`config.mk`:
```
export PLATFORM = sky130hd
export DESIGN_NAME = sigrnd_pipe
export DESIGN_NICKNAME = d
export VERILOG_FILES = /design/src/rtl/sigrnd_pipe.sv
export SDC_FILE = /design/constraint.sdc
export NUM_CORES = 1
export LEC_CHECK = 0
export CORE_AREA = 2 2 109 111
export DETAILED_ROUTE_END_ITERATION = 12
export DIE_AREA = 0 0 111 113
export PLACE_DENSITY = 0.87
export SYNTH_ARGS = -nofsm -noshare
export SYNTH_HDL_FRONTEND = slang
export SYNTH_SLANG_ARGS = --single-unit
```
`constraint.sdc`:
```
create_clock -name clk -period 3.2 [get_ports clk]
set_clock_uncertainty 0.2 [all_clocks]
set_input_delay 0.64 -clock clk [delete_from_list [all_inputs] [get_ports clk]]
set_output_delay 0.64 -clock clk [all_outputs]
set_load 0.05 [all_outputs]
```
`src/rtl/sigrnd_pipe.sv`:
```
// sigrnd_pipe: two-stage significand rounder (double/single) with valid/ready flow control
module sigrnd_pipe #(
  parameter int SIG_W = 53,
  parameter int SP_SIG_W = 24,
  parameter int TAG_W = 4
) (
  input  logic             clk,
  input  logic             rst,
  input  logic             in_valid,
  output logic             in_ready,
  input  logic             s,
  input  logic             db,
  input  logic [1:0]       rm,
  input  logic [SIG_W+1:0] f1,
  input  logic [TAG_W-1:0] tag,
  output logic             out_valid,
  input  logic             out_ready,
  output logic [SIG_W:0]   f2,
  output logic             siginx,
  output logic             sigovf,
  output logic [TAG_W-1:0] tag_out
);
  localparam int SH = SIG_W - SP_SIG_W;
  logic             s1_v, s2_v, s1_inc, s1_inx, s1_db;
  logic [SIG_W-1:0] s1_sig, sig;
  logic [TAG_W-1:0] s1_tag;
  logic             s1_adv, s2_adv, l, r, st, inc;
  logic [SIG_W:0]   sum, res;
  always_comb begin
    sig = db ? f1[SIG_W+1:2] : {{SH{1'b0}}, f1[SIG_W+1 -: SP_SIG_W]};
    l = db ? f1[2] : f1[SH+2];
    r = db ? f1[1] : f1[SH+1];
    st = db ? f1[0] : |f1[SH:0];
    inc = rm == 2'b00 ? 1'b0 : rm == 2'b01 ? r & (l | st) : rm == 2'b10 ? ~s & (r | st) : s & (r | st);
    sum = {1'b0, s1_sig} + (SIG_W+1)'(s1_inc);
    res = s1_db ? sum : sum << SH;
  end
  assign s2_adv = ~s2_v | out_ready;
  assign s1_adv = ~s1_v | s2_adv;
  assign in_ready = s1_adv;
  assign out_valid = s2_v;
  always_ff @(posedge clk) begin
    if (rst) begin
      s1_v <= 1'b0;
      s2_v <= 1'b0;
      s1_sig <= '0;
      s1_inc <= 1'b0;
      s1_inx <= 1'b0;
      s1_db <= 1'b0;
      s1_tag <= '0;
      f2 <= '0;
      sigovf <= 1'b0;
      siginx <= 1'b0;
      tag_out <= '0;
    end else begin
      if (s1_adv) s1_v <= in_valid;
      if (s1_adv && in_valid) begin
        s1_sig <= sig;
        s1_inc <= inc;
        s1_inx <= r | st;
        s1_db <= db;
        s1_tag <= tag;
      end
      if (s2_adv) s2_v <= s1_v;
      if (s2_adv && s1_v) begin
        f2 <= res;
        sigovf <= res[SIG_W];
        siginx <= s1_inx;
        tag_out <= s1_tag;
      end
    end
  end
endmodule

```
Word level (Yosys, flattened, before mapping)
Index checks and enable logic that the tools add are counted.
{"block": "op_classes", "addsub": 1, "n_eq_ne": 2, "mux": 8, "bitwise_logic": 10, "reduce_logical": 4}
{"cell": "53-bit by 1-bit adder with 54-bit output", "count": 1}
{"cell": "54-bit 2-to-1 mux", "count": 1}
{"cell": "53-bit 2-to-1 mux", "count": 1}
{"cell": "30-bit OR reduction", "count": 1}
{"cell": "1-bit 2-to-1 mux", "count": 6}
{"cell": "1-bit bitwise OR", "count": 4}
{"cell": "1-bit bitwise AND", "count": 3}
{"cell": "1-bit NOT", "count": 3}
{"cell": "2-bit by 1-bit == test with 1-bit output (second input constant)", "count": 1}
{"cell": "2-bit == test (second input constant)", "count": 1}
{"cell": "1-bit logical AND", "count": 2}
{"cell": "2-bit zero test", "count": 1}
{"block": "word_totals", "register_bits": 122}

Logic depth before layout (Yosys ltp)
{"block": "depth", "word_depth": 7, "ltp_mapped": 9, "mapped_depth_nobuf": 8}

Least setup slack after synthesis
No wires, ideal clock.
{"block": "synth_timing", "kind": "reg2reg", "startpoint": "register s1_inc", "endpoint": "register f2[42]", "setup_time_ps": 132, "t_arrival_ps": 2157, "slack_ps": 711, "path_stages_with_launch": 10, "n_path_buf": 1, "period_less_slack_ps": 2489, "path_cell_list": "dfxtp_1 ha_1 ha_1 and3_1 nand3_1 or4b_1 buf_6 xnor2_1 mux2i_1 a21oi_1"}
{"block": "synth_between", "elab_chain_len": 2}
{"item": "start, declared", "line": "24", "rtl": "logic s1_v, s2_v, s1_inc, s1_inx, s1_db;"}
{"item": "start signal, assigned", "line": "59", "rtl": "s1_inc <= inc;"}
{"item": "53-bit by 1-bit adder with 54-bit output", "line": "35", "rtl": "sum = {1'b0, s1_sig} + (SIG_W+1)'(s1_inc);"}
{"item": "54-bit 2-to-1 mux", "line": "36", "rtl": "res = s1_db ? sum : sum << SH;"}
{"item": "end signal, assigned", "line": "66", "rtl": "f2 <= res;"}
{"item": "end, declared", "line": "18", "rtl": "output logic [SIG_W:0] f2,"}
Every way passes these cells.
A chain may end at the register's enable or synchronous reset.

Final worst setup path
Ends and elaborated chain as after synthesis.

==> reports/metrics.cfg <==
[finish]
drive_gt1_frac = 0.07683
finalNetCount = 876
n_fill_cell = 934
final_cell_mix = clkdlybuf4s50_1 (125), dfxtp_1 (121), nand2_1 (94)
final_util = 0.6833
diodes = 0
final_cells = 963
area_growth_pct = 35.27
final_common_cell = clkdlybuf4s50_1

[synth]
synth.cell_area_um2 = 5694
ys.flop_type = dfxtp_1
ys.warnings.count = 0
synth_top_family_by_area = simple AND/OR/NAND/NOR gates
synth_mux_area_frac = 0.04395
ys_types = 47
synth_simple_gate_area_share = 0.2465
synthArstFlopShare = 0
yosysTopAreaCell = dfxtp_1
synthTopCellsByArea = dfxtp_1 (43%), nand2_1 (6.2%), a21oi_1 (4.9%), nand3_1 (4.9%), mux2i_1 (4.4%)
synth_edf_count = 0
ys_seq_area_frac = 0.4254
syn_inst = 689
synth_xor_area_frac = 0.07844
avgSynthCellArea_um2 = 8.264
synth_top_area_frac = 0.4254
synth_compound_area_frac = 0.1606
yosys_register_bits = 121
synthAdderAreaFrac = 0.004395
synth_nets = 758

[detailed_routing]
final_antenna_net_count = 0
routed_wl_um = 18140
drt-initial-drc-count = 412
drcViolationCount = 0
vias_per_cell = 5.919
dr_total_vias = 5700
dr.pass1.iters = 6
wl_per_cell_um = 18.84

[min_path]
worstHoldPathType = reg -> reg
whs_path_depth = 2

[sta]
finalCritPeriodShare = 0.9252
rsz0062_at_grt = no
worst_pin_slew_ns = 0.6675
clock.fmax_ghz = 0.3377
slew_violations = 0
fin_hold_ws_ns = 0.2537
maxSlewHeadroom = 0.5516
finalSetupViolations = 0
setup_tns_ns = 0
hold_viol = 0
period_needed_ns = 2.961

[grt]
grt_usage = 0.2847
grt_overflow = 0
grt_max_degree = 54
first_global_vias = 5583
grt_first_pass_wirelength_um = 28230
antenna_found_initial = 0

[clocking]
cts_buffer_depth = 2
numCtsBuffers = 17
cts_max_level = 4
tritoncts = yes
path_clk_slew_ns = 0.06
cts_hold_buf = 0
clk_latency_ns = 0.41
postCtsSetupBuffers = 0
cts.sinks = 121
cts_resized = 0
cts-root-buf = clkbuf_16

[floorplanning]
dieArea_um2 = 12540
core_um2 = 11270
rows = 39
start_util = 0.5052
die_y_um = 113
io_pins = 129
die_w_um = 111

[worst_setup_path]
path_max_fanout = 6
path_class = reg -> reg
cp-start-kind = register
reg2reg_depth = 8
crit_path_max_incr_delay_ns = 0.79
cp.arrival_ns = 3.05
cp_common_cell = ha_1
crit_chain = ha_1 -> ha_1 -> and3_1 -> nand3_1 -> or4b_1 -> xnor2_1 -> mux2i_1 -> a21oi_1
cp_data_required_time_ns = 3.29
cp-end-kind = register
cp_slowest_cell = or4b_1

[pwr]
static-leakage-power_uw = 0.002710
power_density_nw_per_um2 = 522.7
ir_worst_vdd_v = 0.0002680
total_power_uw = 4026

[placement]
dp_cells = 931
dp_hpwl_um = 13590
place.gp.congestion = 0.9031
io_buffers = 128

[run]
maxCapViolCount = 0

[run_status]
status = finished clean

[where the power goes]
part	switching, uW	internal, uW	total (uW)
combinational	284	204	488
sequential	74.3	1570	1640
clock	721	1170	1890
total	1080	2950	4030
[per-stage QoR]
step,worst slack (ns),cell area [um^2]
after global routing,0.08634,7702
after CTS,0.2114,7702
final,0.2392,7702
after floorplan,0.7107,5694
after global placement,0.3950,7113
after detailed placement,0.3136,7113
[critical path, delay by kind of cell, from the launching register on]
family	cells	cell delay [ns]
and+or+nand+nor	3	1.30
adders and majority gates	2	0.48
DFF	1	0.35
xor gates and xnor gates	1	0.21
muxes	1	0.20
AOI/OAI and AO/OA	1	0.09
[routing by layer]
layer	wire length [um]	vias to the layer above	part of all wire	global-route usage
met5	0	-	0	0
li1	-	2702	-	-
met2	8445	285	0.47	0.4609
met4	405	0	0.022	0.1283
met3	1281	33	0.071	0.05088
met1	8013	2680	0.44	0.3746
[sequential cells by signal (all words and copies together), names as in the netlist]
name and cells:
f2 54, out_valid 1, s1_db 1, s1_inc 1
s1_inx 1, s1_sig 53, s1_tag 4, s1_v 1
siginx 1, tag_out 4
[worst paths after layout]
check	startpoint	end	slack [ns]
max	s1_inc$_SDFFE_PP0P_	f2[42]$_SDFFE_PP0P_	0.24
min	tag_out[0]$_SDFFE_PP0P_	tag_out[0]$_SDFFE_PP0P_	0.25
max reg2reg	s1_inc$_SDFFE_PP0P_	f2[42]$_SDFFE_PP0P_	0.24
min reg2reg	tag_out[0]$_SDFFE_PP0P_	tag_out[0]$_SDFFE_PP0P_	0.25
[kinds of logic (layout without fill, tap and decap cells)]
logic type | count (synthesis) | in the layout
and+or+nand+nor | 285 | 285
AOI/OAI and AO/OA | 147 | 147
DFF | 121 | 121
buffers and inverters | 58 | 189
xor gates and xnor gates | 51 | 51
muxes | 25 | 25
adders and majority gates | 2 | 2
[cell usage after synthesis (2+ instances only)]
library cell	count
o221ai_1	6
a22oi_1	22
nand3_1	56
nor4_1	15
a211oi_1	26
o22ai_1	4
o21ai_0	18
o21ai_1	5
clkinv_1	2
nand2_1	94
a21oi_1	56
nand4_1	14
clkbuf_1	34
nor2_1	56
ha_1	2
and3_1	6
a31oi_1	4
buf_2	2
inv_1	9
nor3_1	12
xnor2_1	27
nand2b_1	2
mux2i_1	25
or4_1	2
dfxtp_1	121
buf_1	9
nor3_4	2
a222oi_1	2
nor2_2	2
xor2_1	24
and2_1	6
and4_1	8
nor2_4	2
[area by class of cell]
| cell class | count | area (um^2) | area share |
|---|---|---|---|
| sequential | 121 | 2422 | 0.3145 |
| timing repair buffer | 146 | 1429 | 0.1855 |
| multi-input combinational | 510 | 3042 | 0.3949 |
| inverter | 11 | 41.29 | 0.005361 |
| clock buffer | 19 | 442.9 | 0.05750 |
| clock inverter | 13 | 146.4 | 0.01901 |
| tap | 143 | 178.9 | 0.02323 |
(Power assumes the default switching activity.)
